File: config.mk
export PLATFORM = sky130hd
export DESIGN_NAME = slicer_4ask
export DESIGN_NICKNAME = d
export VERILOG_FILES = /design/src/rtl/slicer_4ask.sv
export SDC_FILE = /design/constraint.sdc
export NUM_CORES = 1
export LEC_CHECK = 0
export CAP_MARGIN = 10
export CORE_MARGIN = 8
export CORE_UTILIZATION = 40
export CTS_CLUSTER_DIAMETER = 30
export CTS_CLUSTER_SIZE = 24
export DETAILED_ROUTE_END_ITERATION = 7
export MAX_ROUTING_LAYER = met4
export PLACE_DENSITY = 0.64
export RECOVER_POWER = 25
export SYNTH_ARGS = -nofsm -noshare
export SYNTH_HDL_FRONTEND = slang
export SYNTH_SLANG_ARGS = --single-unit
File: constraint.sdc
create_clock -name sys_clk -period 4.23 [get_ports sys_clk]
set_clock_uncertainty 0.15 [all_clocks]
set_input_delay 0.846 -clock sys_clk [delete_from_list [all_inputs] [get_ports sys_clk]]
set_output_delay 0.846 -clock sys_clk [all_outputs]
set_load 0.05 [all_outputs]
File: src/rtl/slicer_4ask.sv
`default_nettype none
// ============================================================================
//  Module   : slicer_4ask
//  Purpose  : Two-channel (I/Q) 4-ASK decision slicer with an adaptive
//             outer/inner decision threshold. The threshold is the mean |x|
//             over each block of 2^ACC_LOG2 symbols (both channels). For
//             levels +-a and +-3a this mean is 2a, the optimum boundary.
//  Config   : define SLICER_FIXED_REF_EN to drop the estimator and slice
//             permanently against FIXED_REF.
//  Revision : 1.0 - initial release
// ============================================================================
module slicer_4ask #(
   parameter int               WIDTH     = 18,
   parameter int               ACC_LOG2  = 10,
   parameter logic [WIDTH-1:0] FIXED_REF = 18'd32768
) (
   input  logic                    sys_clk,
   input  logic                    reset,
   input  logic                    sym_clk_en,
   input  logic signed [WIDTH-1:0] in_I,
   input  logic signed [WIDTH-1:0] in_Q,
   output logic [1:0]              slicer_out_I,
   output logic [1:0]              slicer_out_Q,
   output logic                    sym_valid,
   output logic [WIDTH-2:0]        ref_level,
   output logic                    ref_valid
);

   localparam logic [WIDTH-2:0] c_fixed_ref = FIXED_REF[WIDTH-2:0];

   // Magnitude with the most negative code folded to the largest positive
   // value, so |x| always fits in WIDTH-1 unsigned bits.
   function automatic logic [WIDTH-2:0] f_mag(input logic signed [WIDTH-1:0] x);
      logic [WIDTH-1:0] neg;
      neg = WIDTH'(-x);
      if (!x[WIDTH-1])
         return x[WIDTH-2:0];
      else if (neg[WIDTH-1])
         return {(WIDTH-1){1'b1}};
      else
         return neg[WIDTH-2:0];
   endfunction

   // Code bit1 is the sign (1 = non-negative), bit0 selects outer vs inner;
   // for negatives the outer level is the lower code, hence the XOR.
   function automatic logic [1:0] f_dec(input logic             sgn,
                                        input logic [WIDTH-2:0] mag,
                                        input logic [WIDTH-2:0] thr);
      logic gt;
      gt = (mag > thr);
      return {~sgn, sgn ^ gt};
   endfunction

   logic [WIDTH-2:0] w_mag_i;
   logic [WIDTH-2:0] w_mag_q;
   logic [WIDTH-2:0] w_ref_level;

   assign w_mag_i = f_mag(in_I);
   assign w_mag_q = f_mag(in_Q);

   // Decision registers: slice against the threshold register as it stands
   // before this edge, hold between strobes.
   always_ff @(posedge sys_clk or posedge reset) begin
      if (reset) begin
         slicer_out_I <= 2'b10;
         slicer_out_Q <= 2'b10;
      end else if (sym_clk_en) begin
         slicer_out_I <= f_dec(in_I[WIDTH-1], w_mag_i, w_ref_level);
         slicer_out_Q <= f_dec(in_Q[WIDTH-1], w_mag_q, w_ref_level);
      end
   end

   // One-cycle decision strobe; back-to-back strobes keep it high.
   always_ff @(posedge sys_clk or posedge reset) begin
      if (reset)
         sym_valid <= 1'b0;
      else
         sym_valid <= sym_clk_en;
   end

`ifdef SLICER_FIXED_REF_EN

   logic r_ref_valid;

   assign w_ref_level = c_fixed_ref;
   assign ref_level   = c_fixed_ref;
   assign ref_valid   = r_ref_valid;

   // The constant threshold is valid from the first edge after reset.
   always_ff @(posedge sys_clk or posedge reset) begin
      if (reset)
         r_ref_valid <= 1'b0;
      else
         r_ref_valid <= 1'b1;
   end

`else

   localparam int ACC_W = WIDTH + ACC_LOG2;

   typedef enum logic [0:0] {
      ST_INIT  = 1'b0,
      ST_TRACK = 1'b1
   } est_state_t;

   est_state_t          r_state;
   est_state_t          w_state_nxt;
   logic [ACC_W-1:0]    r_acc;
   logic [ACC_W-1:0]    w_acc_sum;
   logic [ACC_LOG2-1:0] r_sym_cnt;
   logic [WIDTH-2:0]    r_ref_level;
   logic [WIDTH-2:0]    w_ref_new;
   logic                w_block_end;

   // Block sum of 2^(ACC_LOG2+1) magnitudes cannot exceed ACC_W bits, and
   // the mean is exactly the top WIDTH-1 bits of that sum.
   assign w_acc_sum   = r_acc + ACC_W'(w_mag_i) + ACC_W'(w_mag_q);
   assign w_ref_new   = w_acc_sum[ACC_W-1 -: WIDTH-1];
   assign w_block_end = sym_clk_en && (r_sym_cnt == {ACC_LOG2{1'b1}});

   assign w_ref_level = r_ref_level;
   assign ref_level   = r_ref_level;
   assign ref_valid   = (r_state == ST_TRACK);

   // Estimator state register.
   always_ff @(posedge sys_clk or posedge reset) begin
      if (reset)
         r_state <= ST_INIT;
      else
         r_state <= w_state_nxt;
   end

   // INIT leaves at the first block end; TRACK is held until reset.
   always_comb begin
      w_state_nxt = r_state;
      case (r_state)
         ST_INIT:  if (w_block_end) w_state_nxt = ST_TRACK;
         ST_TRACK: w_state_nxt = ST_TRACK;
         default:  w_state_nxt = ST_INIT;
      endcase
   end

   // Accumulate magnitudes per symbol; restart the sum at each block end.
   always_ff @(posedge sys_clk or posedge reset) begin
      if (reset) begin
         r_acc     <= '0;
         r_sym_cnt <= '0;
      end else if (sym_clk_en) begin
         r_sym_cnt <= r_sym_cnt + 1'b1;
         if (w_block_end)
            r_acc <= '0;
         else
            r_acc <= w_acc_sum;
      end
   end

   // Load the new mean at block end; first symbol of the next block uses it.
   always_ff @(posedge sys_clk or posedge reset) begin
      if (reset)
         r_ref_level <= c_fixed_ref;
      else if (w_block_end)
         r_ref_level <= w_ref_new;
   end

`endif

endmodule
`default_nettype wire

==> results of run 1 <==
[layout make-up]
type / instances / area share (%)
clock buffers: 9 / 2.52
clock inverters: 7 / 1.16
inverters: 46 / 1.93
multi-input cells: 521 / 51.5
flip-flops and latches: 61 / 17.1
well taps: 180 / 2.52
repair buffers: 250 / 23.2
[power breakdown]
| group | leakage [µW] | internal, µW | switching, µW | total (µW) |
|---|---|---|---|---|
| clock | 0.000161 | 525 | 307 | 832 |
| sequential | 0.000718 | 755 | 173 | 928 |
| combinational | 0.00305 | 2050 | 2040 | 4080 |
| total | 0.00393 | 3330 | 2520 | 5840 |
[metrics by stage]
stage	setup WS, ns	power, µW
floorplan	-0.674	2930
global placement	-1.48	3970
detailed placement	-1.61	4040
CTS	-0.678	5300
global route	-0.868	6190
finish	-0.710	5840
[registers in the layout (all words and copies together) (netlist names)]
signal	flops
slicer_out_I	2
sym_valid	1
ref_valid	1
ref_level	17
r_sym_cnt	10
slicer_out_Q	2
r_acc	28
[timing repair]
item	in CTS	in global routing
setup buffers	24	24
resized for setup	156	75
pin swaps	63	81
endpoints found under the setup margin	45	43
[worst max-delay path, delay by kind of cell]
| kind | cells | cell delay (ns) |
|---|---|---|
| and+or+nand+nor | 5 | 1.12 |
| adders and majority gates | 2 | 0.69 |
| AOI/OAI and AO/OA | 9 | 1.42 |
| buffers and inverters | 6 | 0.89 |
[cell families after synthesis]
family / count (synthesis) / share of synthesized area [%]
flip-flops: 61 / 27.1
XOR/XNOR: 43 / 6.68
adder cells (fa/ha/maj): 72 / 18.4
multiplexers: 2 / 0.399
buffers and inverters: 73 / 6.25
AND/OR/NAND/NOR: 206 / 18.3
AO/OA/AOI/OAI: 198 / 22.9
[layout by cell type, fill, tap and decap left out, types with 6 or more instances in the layout]
master / instances
nor3_1: 6
buf_6: 23
xnor2_1: 15
o21ai_1: 31
xor2_1: 21
o21ai_0: 25
nand2_2: 13
nor2_1: 29
nand4_1: 19
nand3_1: 13
o211ai_1: 9
clkbuf_16: 9
a31oi_1: 8
a21oi_2: 10
o21ai_2: 8
buf_4: 167
dfrtp_1: 58
a22o_1: 6
inv_1: 42
nand2_1: 61
fa_1: 17
o31ai_1: 10
clkdlybuf4s50_1: 36
a21oi_1: 28
ha_4: 10
ha_1: 40
[routing by layer]
metal	global-route usage [%]	vias to the layer above	part of all wire (%)
met1	27.0	3050	44
met4	8.30	0	2.8
li1	-	2848	-
met2	36.9	206	48
met5	-	-	0
met3	3.97	44	5.2
[worst paths after layout]
| kind | start | slack [ns] | to | cells after the start |
|---|---|---|---|---|
| setup / recovery | in_Q[0] | -0.71 | ref_level[12] | 22 |
| min in group asynchronous | reset | 1.24 | r_sym_cnt[5] | 3 |
| hold reg to reg | ref_valid | 0.32 | ref_valid | 1 |
| max in group asynchronous | reset | 0.96 | ref_level[7] | 3 |
| setup reg to reg | r_acc[1] | 0.99 | r_acc[15] | 15 |
| hold / removal | ref_valid | 0.32 | ref_valid | 1 |
==> flow_summary.ini, run 1 <==
[yosys]
synth_cell_types = 69
synth_flop_cell = dfrtp_1
syn_area_um2 = 5640
ys_top_cells_by_count = nand2_1, o21ai_0, dfrtp_1, ha_1, inv_1
yosys.area.top_type = dfrtp_1
syn_nets = 766
synth.top_cell.area_share_pct = 25.7
postSynthCellCount = 655
ys_seq_elements = 61
async_reset_ff_share_pct = 100
ys_seq_area_share_pct = 27.1
synth.area.top_cells = dfrtp_1, ha_1, fa_1, o21ai_0, nand2_1
synth.yosys.warnings = 0
yosysMostFrequentCell = nand2_1
avgSynthCellArea_um2 = 8.61
synth_edf_count = 0

[timing]
setup_viol = 39
relSlewSlack_pct = -53.0
tightest_slew_ns = 2.29
hold_violations = 0
layout_setup_ws_ns = -0.710
setup_tns_ns = -21.88
hold_slack_ns = 0.317
finalMaxSlewViolations = 40
grt_setup_unrepaired = yes
finalCritPeriodShare_pct = 117
max_freq_ghz = 0.202
post-route-min-period_ns = 4.94

[pwr]
p_leak_uw = 0.00393
p_per_area_nw_per_um2 = 654
vdd_ir_drop_max_mv = 0.428

[floorplanning]
fp.dieW_um = 135
dieArea_um2 = 18200
ios = 62
coreArea_um2 = 13800
die_y_um = 135
start_util_pct = 40.8
rows = 43

[drt]
dr.pass1.iters = 5
viasPerCell = 5.72
drt-total-wl_um = 20400
drc = 0
drt-initial-drc-count = 406
ant_nets = 0
num_vias = 6148
wl_per_cell_um = 19.0

[critical_path]
crit_path_end_kind = flop
critical_path_class = in2reg
crit_slowest_cell = or4_4
cpPeakStageDelay_ns = 0.54
critPathRequiredTime_ns = 4.29
start_kind = input pin
critPathArrivalTime_ns = 5.00
cp_max_fo = 7
crit_chain = buf_8 -> nor3_4 -> nand2_2 -> or4_4 -> nor3_4 -> buf_4 -> o21a_1 -> nor2_1 -> a31oi_1 -> buf_4 -> fa_1 -> ha_4 -> buf_6 -> o211ai_1 -> a21oi_4 -> o211ai_1 -> buf_4 -> a21oi_4 -> buf_6 -> o211a_4 -> o2111ai_2 -> o211ai_1

[clock_tree]
clock_latency_ns = 0.34
cts_tree = yes
cts_max_level = 3
cts_sinks = 61
root_buffer = clkbuf_16
clock_path_buffers = 2
path_clk_slew_ns = 0.06
hold_buffers = 0
cts_buffers = 9

[finish]
diodes = 0
register_area_um2 = 1530
area_delta_synth_final_pct = 58.4
final_layout_size_suffix_gt1_share_pct = 39.6
final_util_pct = 64.6
final_nets = 1000
multiInputGateArea_um2 = 4600
fin_cells = 1074
fill_cells = 1073
fin_area_um2 = 8940

[global_route]
antenna_found_initial = 0
grt_max_degree = 40
grt_pass1_vias = 6118
grt_remaining_overflow = 0
grt_pass1_wl_um = 31600
grtUsageTotal_pct = 22.5

[status]
status = complete, but fails checks
violations = capacitance limit, slew limit, setup timing

[placed_design]
dpl.hpwl_um = 14700
finalWeightedCongestion = 0.915
postPlaceCellArea_um2 = 7630
numPortBuffers = 61
dp_cells = 1016

[run]
max-cap-violations = 1

[worst_hold_path]
hold_class = reg2reg
Power figures use the tool's default switching activity.
==> inputs of run 2 (changes only) <==
Settings changed: CTS_CLUSTER_SIZE 24 to unset.
==> results of run 2 <==
Same layout as run 1: the final DEF is identical, and so are final timing and power.
==> inputs of run 3 (changes only) <==
Settings changed: TNS_END_PERCENT set to 1.
==> run 3 against run 2 <==
The run still ends with capacitance limit, slew limit, setup timing left; critical path type unchanged; count of clock-buffer cells in the layout unchanged; sequential cell count did not move; worst setup slack lost 0.086 ns; via count down 5.3%; clock power fell by 6.6%; sequential power is 0.5% higher; worst hold slack worse by 0.0045 ns; wire length down 7.0%; non-clock buffer count fell by 11; maximum frequency down 1.7%.
==> flow_summary.ini, run 3 (synthesis results as in run 1) <==
[critical_path]
critical_path_class = in2reg
critPathArrivalTime_ns = 5.16
start_kind = input pin
crit_path_end_kind = flop
critPathRequiredTime_ns = 4.36
cp_max_fo = 4

[floorplanning]
die_y_um = 135
fp.dieW_um = 135
start_util_pct = 40.8
coreArea_um2 = 13800
rows = 43
ios = 62
dieArea_um2 = 18200

[global_route]
grtUsageTotal_pct = 21.5
grt_pass1_wl_um = 30300
grt_max_degree = 39
antenna_found_initial = 0
grt_pass1_vias = 5944
grt_remaining_overflow = 0

[clock_tree]
root_buffer = clkbuf_16
hold_buffers = 0
cts_max_level = 3
clock_latency_ns = 0.35
cts_tree = yes
path_clk_slew_ns = 0.06
cts_sinks = 61
cts_buffers = 9
clock_path_buffers = 2

[timing]
tightest_slew_ns = 1.56
post-route-min-period_ns = 5.03
layout_setup_ws_ns = -0.796
relSlewSlack_pct = -4.07
finalCritPeriodShare_pct = 119
grt_setup_unrepaired = yes
finalMaxSlewViolations = 38
setup_tns_ns = -20.19
max_freq_ghz = 0.199
hold_violations = 0
setup_viol = 39

[pwr]
p_leak_uw = 0.00380
vdd_ir_drop_max_mv = 0.317
p_per_area_nw_per_um2 = 616

[placed_design]
finalWeightedCongestion = 0.899
dpl.hpwl_um = 14300
postPlaceCellArea_um2 = 7560
dp_cells = 1022
place_ws_ns = -1.50
numPortBuffers = 61

[finish]
final_nets = 989
fin_cells = 1063
top_register = r_acc
fin_area_um2 = 8450
fill_cells = 1144
mostFrequentLayoutCell = buf_4
area_delta_synth_final_pct = 49.8
final_cell_mix = buf_4, nand2_1, dfrtp_1, inv_1, ha_1
final_util_pct = 61.1
diodes = 0
register_area_um2 = 1530
largest_reg_flops = 28
final_layout_size_suffix_gt1_share_pct = 34.2
multiInputGateArea_um2 = 4280

[drt]
drc = 0
viasPerCell = 5.48
drt-initial-drc-count = 418
drt-total-wl_um = 18900
num_vias = 5823
dr.pass1.iters = 4
ant_nets = 0
wl_per_cell_um = 17.8

[status]
status = complete, but fails checks
violations = capacitance limit, slew limit, setup timing

[worst_hold_path]
hold_class = reg2reg

[run]
max-cap-violations = 1
run 3: changes by cell type in the layout (fill, tap and decap cells not counted), moves of 4 or more:
cell / delta
buf_6: -16
o21ai_0: +15
o21ai_1: -11
nand2_1: +7
nand2_2: -7
buf_4: +5
a21oi_1: +4
run 3: final timing paths:
path                       cells after the start  slack [ns]             to      start
setup / recovery                              19       -0.80      r_acc[24]    in_Q[9]
hold / removal                                 1        0.31      ref_valid  ref_valid
setup reg to reg                              15        1.07      r_acc[15]   r_acc[1]
hold reg to reg                                1        0.31      ref_valid  ref_valid
max in group asynchronous                      3        1.66  ref_level[16]      reset
min in group asynchronous                      2        1.27      sym_valid      reset
run 3: final cells by class:
class | count | area share (%)
sequential | 61 | 18.1
clock buffer | 9 | 2.67
tap | 180 | 2.67
inverter | 46 | 2.04
clock inverter | 7 | 0.962
timing repair buffer | 239 | 23.0
multi-input combinational | 521 | 50.6
run 3: layer usage:
layer  wire [µm]  global-route usage, %
met2        8980                   33.3
met3        1020                   4.61
met4         553                   8.48
met5           0                      -
met1        8400                   26.8
run 3: metrics by stage:
step	power, µW	hold WS, ns
4_1_cts	4930	0.320
2_1_floorplan	2740	0.288
6_report	5210	0.313
3_5_place_dp	3870	0.304
5_1_grt	5580	0.350
3_3_place_gp	3790	0.299
run 3: what timing repair did:
item / in CTS / in global routing
endpoints found under the setup margin: 45 / 44
gates resized for setup: 97 / 62
pin swaps: 37 / 45
setup buffers: 13 / 11
cloned: 0 / 1
run 3: worst max-delay path, cell delays in order:
cell and delay (ns):
clkdlybuf4s15_1 0.21, nor2_2 0.15, nand3b_1 0.11, or4_4 0.46
nor3_4 0.28, buf_6 0.15, o21a_1 0.11, nor2_1 0.04
a31oi_1 0.16, buf_4 0.16, fa_2 0.46, ha_4 0.29
and2_4 0.17, nand3b_4 0.09, a211o_4 0.37, a311oi_4 0.43
o211ai_1 0.23, o31ai_1 0.28, a31o_2 0.14
run 3: power by group:
part           internal, µW  switching [µW]
Sequential              755             178
Combinational          1790            1700
Clock                   464             313
Total                  3010            2190
